==> config.mk <==
export PLATFORM = sky130hd
export DESIGN_NAME = instruction_fetch_stage
export DESIGN_NICKNAME = d
export VERILOG_FILES = /design/src/rtl/instruction_fetch_stage.sv
export SDC_FILE = /design/constraint.sdc
export NUM_CORES = 1
export LEC_CHECK = 0
export CORE_UTILIZATION = 34
export CTS_CLUSTER_SIZE = 10
export DETAILED_ROUTE_END_ITERATION = 10
export PLACE_DENSITY = 0.65
export SYNTH_ARGS = -nofsm -noshare
export SYNTH_HDL_FRONTEND = slang
export SYNTH_SLANG_ARGS = --single-unit
==> constraint.sdc <==
create_clock -name Clk -period 4.3 [get_ports Clk]
set_input_delay 0.86 -clock Clk [delete_from_list [all_inputs] [get_ports Clk]]
set_output_delay 0.86 -clock Clk [all_outputs]
set_load 0.02 [all_outputs]
==> src/rtl/instruction_fetch_stage.sv <==
// MIPS fetch stage: PC register, next-PC selection and the IF/ID pipeline register.
// Optional macro BRANCH_DELAY_SLOT_EN keeps the slot instruction on a taken redirect.
module instruction_fetch_stage #(
  parameter logic [31:0] RESET_PC   = 32'h0000_0000,
  parameter int          IMEM_WORDS = 32
) (
  input  logic        Clk,
  input  logic        Reset,
  input  logic        Stall,
  input  logic        Branch,
  input  logic [15:0] BranchOffset,
  input  logic        Jump,
  input  logic [25:0] JumpIndex,
  output logic [31:0] Addr,
  input  logic [31:0] InstrIn,
  output logic [31:0] IfIdInstr,
  output logic [31:0] IfIdPcPlus4,
  output logic        IfIdValid,
  output logic        Fault,
  output logic [31:0] FaultPc
);

  typedef enum logic [1:0] {BOOT, RUN, HALT} state_t;

  localparam logic [31:0] IMEM_WORDS_U = IMEM_WORDS;

  state_t      state_p0, state_nxt;
  logic [31:0] pc_p0;
  logic [31:0] instr_p1, pc4_p1;
  logic        vld_p1;
  logic        fault_q;
  logic [31:0] fault_pc_q;

  logic        illegal;
  logic [31:0] pc_plus4;
  logic [31:0] target;
  logic        redirect;
  logic        pc_ld;
  logic [31:0] pc_d;
  logic        ifid_cap;
  logic        ifid_bub;
  logic        fault_set;

  function automatic logic is_illegal(input logic [31:0] pc);
    return (pc[1:0] != 2'b00) || ({2'b00, pc[31:2]} >= IMEM_WORDS_U);
  endfunction

  function automatic logic [31:0] branch_target(input logic [31:0] pc4,
                                                input logic [15:0] off);
    logic signed [31:0] disp;
    disp = {{14{off[15]}}, off, 2'b00};
    return pc4 + $unsigned(disp);
  endfunction

  function automatic logic [31:0] jump_target(input logic [31:0] pc4,
                                              input logic [25:0] idx);
    return {pc4[31:28], idx, 2'b00};
  endfunction

  assign illegal  = is_illegal(pc_p0);
  assign pc_plus4 = pc_p0 + 32'd4;
  // Redirects only act on a real instruction sitting in IF/ID; Jump beats Branch.
  assign redirect = vld_p1 && (Jump || Branch);
  assign target   = Jump ? jump_target(pc4_p1, JumpIndex)
                         : branch_target(pc4_p1, BranchOffset);

  always_ff @(posedge Clk) begin
    if (Reset) state_p0 <= BOOT;
    else       state_p0 <= state_nxt;
  end

  always_comb begin
    state_nxt = state_p0;
    unique case (state_p0)
      BOOT:    state_nxt = RUN;
      RUN:     if (illegal) state_nxt = HALT;
      HALT:    state_nxt = HALT;
      default: state_nxt = BOOT;
    endcase
  end

  always_comb begin
    pc_ld     = 1'b0;
    pc_d      = pc_p0;
    ifid_cap  = 1'b0;
    ifid_bub  = 1'b0;
    fault_set = 1'b0;
    unique case (state_p0)
      RUN: begin
        if (illegal) begin
          fault_set = 1'b1;
          ifid_bub  = 1'b1;
        end else if (!Stall) begin
          pc_ld = 1'b1;
          if (redirect) begin
            pc_d = target;
`ifdef BRANCH_DELAY_SLOT_EN
            ifid_cap = 1'b1;
`else
            ifid_bub = 1'b1;
`endif
          end else begin
            pc_d     = pc_plus4;
            ifid_cap = 1'b1;
          end
        end
      end
      HALT:    ifid_bub = 1'b1;
      default: ;
    endcase
  end

  // Stage 0 -> 1: PC update and IF/ID capture on the same edge.
  always_ff @(posedge Clk) begin
    if (Reset) begin
      pc_p0      <= RESET_PC;
      instr_p1   <= 32'd0;
      pc4_p1     <= 32'd0;
      vld_p1     <= 1'b0;
      fault_q    <= 1'b0;
      fault_pc_q <= 32'd0;
    end else begin
      if (pc_ld) pc_p0 <= pc_d;
      if (ifid_cap) begin
        instr_p1 <= InstrIn;
        pc4_p1   <= pc_plus4;
        vld_p1   <= 1'b1;
      end else if (ifid_bub) begin
        instr_p1 <= 32'd0;
        pc4_p1   <= 32'd0;
        vld_p1   <= 1'b0;
      end
      if (fault_set) begin
        fault_q    <= 1'b1;
        fault_pc_q <= pc_p0;
      end
    end
  end

  assign Addr        = pc_p0;
  assign IfIdInstr   = instr_p1;
  assign IfIdPcPlus4 = pc4_p1;
  assign IfIdValid   = vld_p1;
  assign Fault       = fault_q;
  assign FaultPc     = fault_pc_q;

endmodule

=== After elaboration in Yosys (flattened, before gate mapping) ===
Cells that the tools add are included.

* Bitwise logic cells: 2
* Order comparisons: 1
* Reduce and logical (&&, ||, !) cells: 7
* Equality and inequality tests: 3
* $add $sub $neg: 2
* Multiplexer cells: 22

{| class="wikitable"
|+ Operators with widths
! cell !! count
|-
| two-way mux 32 bit || 5
|-
| adder 32 x 3 -> 32 bit (second input constant) || 1
|-
| adder 32 bit || 1
|-
| greater-or-equal comparator 30 x 6 -> 1 bit (second input constant) || 1
|-
| two-way mux 1 bit || 14
|-
| one-hot mux 2 bit (3 select lines) || 1
|-
| AND reduction 4 bit || 1
|-
| nonzero test 2 bit || 2
|-
| == test 2 x 1 -> 1 bit (second input constant) || 1
|-
| == test 2 bit (second input constant) || 1
|-
| zero test 2 bit || 1
|-
| logical OR 1 bit || 2
|-
| two-way mux 2 bit || 1
|-
| inequality test 2 bit (second input constant) || 1
|-
| inverter 1 bit || 2
|-
| one-hot mux 1 bit (2 select lines) || 1
|-
| logical AND 1 bit || 1
|}

* Input bits: 79
* Bits in registers: 132
* Output and inout bits: 130

=== Longest topological paths before layout ===
Gate-level depths: netlist of run 1.

* Word-level depth: 8
* Gate-level depth with buffers: 10
* Mapped depth without buffers: 10

=== Least setup slack after synthesis of run 1 ===
No wires, ideal clock.

* Path kind: input-to-reg
* Start point: in BranchOffset[0]
* End point: reg pc_p0[24], in the netlist Addr[24]
* Setup slack: 1.062 ns
* Data required time: 4.204 ns
* Buffers on the path: 0
* Arrival: 3.143 ns
* Setup time: 0.096 ns
* Stages: 10
* Cell sequence: ha_1 > fa_1 > a21o_1 > a221oi_2 > o21ai_2 > a41oi_4 > o21ai_4 > a2111oi_2 > a311oi_1 > o41ai_2

* Cells in the longest elaborated chain, start to end: 3

{| class="wikitable"
|+ Ends and longest elaborated chain
! item !! line !! RTL
|-
| start: declaration || 11 || <nowiki>input logic [15:0] BranchOffset,</nowiki>
|-
| adder 32 bit || 52 || <nowiki>return pc4 + $unsigned(disp);</nowiki>
|-
| two-way mux 32 bit || 64 || <nowiki>assign target = Jump ? jump_target(pc4_p1, JumpIndex)</nowiki>
|-
| two-way mux 32 bit || 95 || <nowiki>if (redirect) begin</nowiki>
|-
| end signal: assignment || 123 || <nowiki>if (pc_ld) pc_p0 <= pc_d;</nowiki>
|-
| end: declaration || 28 || <nowiki>logic [31:0] pc_p0;</nowiki>
|}

Every way passes these cells.
A chain may end at the register's enable or synchronous reset.

=== Worst setup path in the final report of run 1 ===
* Start point: in BranchOffset[15]
* End point: reg pc_p0[31], in the netlist Addr[31]

Same word-level chain as after synthesis.

==> metrics, run 1 <==
outcome finished, final reports clean; core area ~0.02 mm^2; Routed Antenna Nets 0; nets 1,108; Skew-Pair Late Insertion Delay 430 ps; register area share after synthesis between 30 and 40%; post-DP HPWL ~15 mm; Cell variety after synth 69; root buf cell clkbuf_16; CP dominant cell by count a211oi_1; CTS resizes 0; Cells after Synth just over 800; clock buffer depth 2; endpoints failing setup 0; largest net degree at the start of global routing 97; Post-synth top flop dfxtp_1; Worst Hold Class flop to flop; Worst EP required 4640 ps; Remaining DRCs 0; Crit path largest cell delay 590 ps; FFs w/ async S/R, synth 0%; share of cells above drive strength 1 6.455%; die area roughly 0.020 mm^2; gr ovfl total 0; WL/cell between 15 and 20 um; clock sinks around 130; Yosys reg bits ~130; CTS tree yes; max-slew violation count 0; post-CTS setup buffers 0; H-tree levels 4; GP Congestion around 0.9; Buf/Inv on CP 1; Die Wd between 100 and 150 um; Worst Setup Path Type input pin to flop; Worst VDD drop 0.2837 mV; Layout fillers around 1,900; vias per std cell 5.204; num rows 51; synthesized net count slightly above 900; vias between 6,000 and 7,000; area leader, netlist dfxtp_1; iteration-0 DRC count of the detailed router 455; fin util around half; CTS buffer count 17; standby leakage power roughly 0.0039 uW; Overall Global Routing Usage approximately a fifth; Setup TNS Final 0 ps; CP endpoint kind flop; crit path launch type input pin; Starting Density roughly a third; largest cells by area after synthesis dfxtp_1 39%, a21oi_1 7.4%, ha_1 6.3%; fmax 287.1 MHz; PwrDens between 300 and 400 mW/mm^2; Worst EP arrival ~3800 ps; Max-slew headroom approximately 28%; antenna violations before repair 0; RSZ-0062 raised after global routing no; number of synthesized flops with an enable pin 0; Clock Skews roughly 8.2 ps; min Tclk post-route 3483 ps; synthesis-to-finish area growth 43.26%; synthesized area 0.006734 mm^2; Slew @ Worst Pin 1073 ps; IO Count ~210; maxcap violations 0; Post-Syn Area per Cell 8.344 um^2; drt pass-1 iters 7; crit-path max FO 7; crit path cell chain clkdlybuf4s50_1 -> ha_1 -> a21o_1 -> a31o_1 -> a211oi_1 -> a211oi_1 -> o311a_1 -> a2111o_1 -> o311ai_2; vias in the first global route approximately 6,100; fin crit share around four fifths; final WL approximately 22 mm; Worst path slowest cell clkdlybuf4s50_1; DIE HEIGHT between 100 and 150 um; first-pass GRT wire length 33.03 mm; Yosys top cell area share approximately two fifths; endpoints failing hold 0; diode count 0; cts hold-fix bufs 0; Syn. warnings 0; CP delay by family, top compound AO/OA/AOI/OAI gates; clock-pin slew on the worst setup and hold paths around 60 ps; number of port buffers approximately 210; Power Total approximately 3800 uW
[cell type report]
cell class / count / area [um^2] / share of cell area, %
Sequential cell: 132 / 2643 / 27.39
Clock buffer: 17 / 425.4 / 4.410
Timing Repair Buffer: 219 / 2157 / 22.36
Tap cell: 265 / 331.6 / 3.437
Inverter: 12 / 45.04 / 0.4669
Clock inverter: 15 / 195.2 / 2.023
Multi-Input combinational cell: 612 / 3850 / 39.91
[cells in the mapped netlist (3+ instances only)]
cell type and instances:
a31oi_1 12, nand2b_1 3, or3_1 4, a22oi_1 3
a211oi_1 7, a2111oi_0 3, and2_1 29, nor4_1 7
xnor2_1 10, nand2_1 86, o21bai_1 5, mux2i_1 28
ha_1 34, xor2_1 10, nand3b_1 5, a21o_1 28
nand4_1 5, nand3_1 46, nor2_1 83, o211ai_1 4
clkbuf_1 37, and3_1 6, dfxtp_1 132, nor2b_1 5
o21ai_1 4, o31ai_1 3, nor3_1 13, a21oi_1 99
buf_1 3, buf_2 9, o21ai_0 29, inv_1 12
[metal layers]
metal,track usage (%),routed length (um),vias to the layer above
li1,-,-,3251
met1,28.40,9937,3114
met2,33.23,9931,227
met3,5.097,1300,27
met4,7.414,393,0
met5,0,0,-
[power breakdown]
part | internal [uW] | switching (uW)
Clock | 929 | 610
Sequential | 1300 | 54.7
Combinational | 358 | 518
Total | 2580 | 1180
[per-stage QoR]
step / cell area [um^2] / hold slack (ps) / setup slack (ps) / instances
floorplan: 6734 / 522.2 / 1062 / 807
global placement: 9026 / 434.2 / 444.1 / 1240
detailed placement: 9026 / 444.6 / 370.8 / 1240
CTS: 9647 / 453.8 / 836.1 / 1272
global route: 9647 / 481.3 / 692.3 / 1272
finish: 9647 / 447.5 / 817.3 / 1272
[worst reg2reg max path, cell delays in order, from the launching register on]
cell	delay, ps
dfxtp_1	340
nor4_1	550
nand4_1	300
nor2_1	330
nand2_1	180
nor3_1	740
buf_4	320
a21oi_1	80
nor2_1	90
[cell families after synthesis]
group,count (synthesis),synth area share (%)
buffers and inverters,63,3.790
XOR/XNOR,20,2.601
multiplexers,30,4.496
AO/OA/AOI/OAI,229,22.69
flip-flops,132,39.24
AND/OR/NAND/NOR,298,20.57
adder cells (fa/ha/maj),35,6.615
[layout by cell type (no fill, tap or decap), types with 7 or more instances in the layout]
cell type,count
inv_1,12
a21o_1,28
nand3_1,46
clkbuf_16,17
o21ai_0,28
and2_1,29
nor2_1,82
ha_1,34
a211oi_1,7
mux2i_1,28
buf_4,12
nor4_1,7
xnor2_1,10
clkdlybuf4s50_1,206
xor2_1,10
a21oi_1,99
dfxtp_1,132
nand2_1,86
a31oi_1,12
nor3_1,13
[flip-flops by register name (all words and copies together), names as in the netlist]
name and cells:
Addr 32, FaultPc 32, IfIdInstr 32, IfIdPcPlus4 32
state_p0 2, Fault 1, IfIdValid 1
[worst paths after layout]
kind,from,endpoint,slack (ps),cells after the start
hold / removal,Fault,Fault,450,2
hold reg to reg,Fault,Fault,450,2
setup reg to reg,Addr[10],Addr[19],1320,8
setup / recovery,BranchOffset[15],Addr[31],820,9
Note: power is estimated with default switching activity, not from simulation.
==> run 2, diff against run 1 <==
PLACE_DENSITY = 0.68   (was 0.65)
clock period = 3.1 ns   (was 4.3 ns; I/O delays follow)
==> metrics, run 2 (synthesized netlist as in run 1, its figures left out) <==
min Tclk post-route approximately 3000 ps; Clock Skews 7.124 ps; standby leakage power between 0.004 and 0.005 uW; iteration-0 DRC count of the detailed router roughly 540; H-tree levels 4; Overall Global Routing Usage between 20 and 25%; M1 GR Usage roughly 29%; vias per std cell 5.075; Layout fillers ~1,800; largest net degree at the start of global routing 45; vias between 6,000 and 7,000; root buf cell clkbuf_16; Skew-Pair Late Insertion Delay 430 ps; global-route track usage on met2 34.75%; Remaining DRCs 0; number of port buffers around 210; CP Depth 11; endpoints failing hold 0; fin crit share a little over nine tenths; first-pass GRT wire length 34.47 mm; num rows 51; Slew @ Worst Pin ~570 ps; die area slightly above 0.02 mm^2; clock sinks around 130; nets 1,191; max-slew violation count 0; PwrDens ~500 mW/mm^2; post-CTS setup buffers 0; crit path launch type input pin; Worst path slowest cell clkdlybuf4s50_1; setup ws final ~110 ps; CTS tree yes; core area about 0.019 mm^2; Setup TNS Final 0 ps; Die Wd 142.7 um; CP delay by family, top compound AO/OA/AOI/OAI gates; cts hold-fix bufs 0; Crit path largest cell delay between 500 and 600 ps; maxcap violations 0; CTS resizes 0; Buf/Inv on CP 2; share of cells above drive strength 1 between 10% and 20%; Max-slew headroom approximately three fifths; CTS buffer count 17; Starting Density between 30% and 40%; Most Crowded Layer GR met2; placed cell count between 1,000 and 1,500; gr ovfl total 0; most frequent cells in the layout 206 x clkdlybuf4s50_1, 132 x dfxtp_1, 99 x a21oi_1; outcome finished, final reports clean; post-DP HPWL ~16 mm; fmax around 330 MHz; most common cell after layout, fill and taps aside clkdlybuf4s50_1; Routed Antenna Nets 0; Worst EP arrival about 3300 ps; endpoints failing setup 0; DIE HEIGHT roughly 140 um; antenna violations before repair 0; fin cells 1,355; clock buffer depth 2; clock-pin slew on the worst setup and hold paths about 70 ps; worst hold stages 2; Power Total about 5100 uW; Worst EP required roughly 3400 ps; Worst VDD drop 0.4101 mV; dpl ws -414.0 ps; WL/cell around 16 um; crit-path max FO 10; FF-to-FF path depth 9; Worst Setup Path Type input pin to flop; Worst Hold Class flop to flop; GP Congestion just over 0.9; diode count 0; CP dominant cell by count a21o_1; synthesis-to-finish area growth 52.95%; CP endpoint kind flop; crit path cell chain clkdlybuf4s50_1 -> buf_4 -> ha_1 -> a21o_1 -> a21o_1 -> a21o_1 -> a21oi_1 -> nor2b_1 -> o311a_1 -> a2111o_1 -> o311ai_2; vias in the first global route about 6,500; drt pass-1 iters 5; GR Layer Usage met3 a little over 4%; IO Count approximately 210; final WL approximately 22 mm
run 2: changes by cell type in the layout (fill, tap and decap cells not counted):
cell / before / now
inv_6: 4 / 6
buf_12: 0 / 5
buf_4: 12 / 90
clkinv_8: 0 / 1
nor4_1: 7 / 6
nor4_2: 0 / 1
a2111oi_4: 0 / 1
clkinvlp_4: 1 / 2
bufinv_16: 3 / 0
clkinv_2: 1 / 0
fa_2: 0 / 1
fa_1: 1 / 0
a2111oi_2: 1 / 0
run 2: routing by layer:
metal,routed length [um],up-vias
li1,-,3412
met1,10230,3212
met2,10240,222
met3,1250,30
met4,410,0
met5,0,-
run 2: path summary, 6_finish.rpt:
check,start,endpoint,slack (ps)
setup / recovery,BranchOffset[15],Addr[31],110
hold / removal,Fault,Fault,460
setup reg to reg,Addr[15],IfIdPcPlus4[6],380
hold reg to reg,Fault,Fault,460
run 2: report_power, final:
part / internal (uW) / switching [uW]
combinational: 580 / 739
clock: 1060 / 885
sequential: 1800 / 70.5
run 2: final cells by class:
class	count	area (um^2)	area share [%]
clock inverters	15	141.4	1.373
clock buffers	17	425.4	4.130
multi-input cells	612	3871	37.58
repair buffers	302	2843	27.60
flip-flops and latches	132	2643	25.66
inverters	12	45.04	0.4373
well taps	265	331.6	3.219
run 2: per-stage QoR:
stage | hold slack, ps | cell area (um^2) | util (%)
4_1_cts | 465.1 | 10280 | 52.81
3_5_place_dp | 453.4 | 9712 | 49.90
3_3_place_gp | 432.9 | 9712 | 49.90
6_report | 461.1 | 10300 | 52.92
2_1_floorplan | 522.2 | 6734 | -
5_1_grt | 482.4 | 10300 | 52.92
run 2: worst register-to-register path: stages (launching register included):
cell	delay, ps
dfxtp_1	340
nor4_1	510
nand4_1	310
nor2_1	340
o21ai_0	170
a21o_1	200
nand2_1	100
buf_4	320
a21oi_1	120
a211oi_1	220
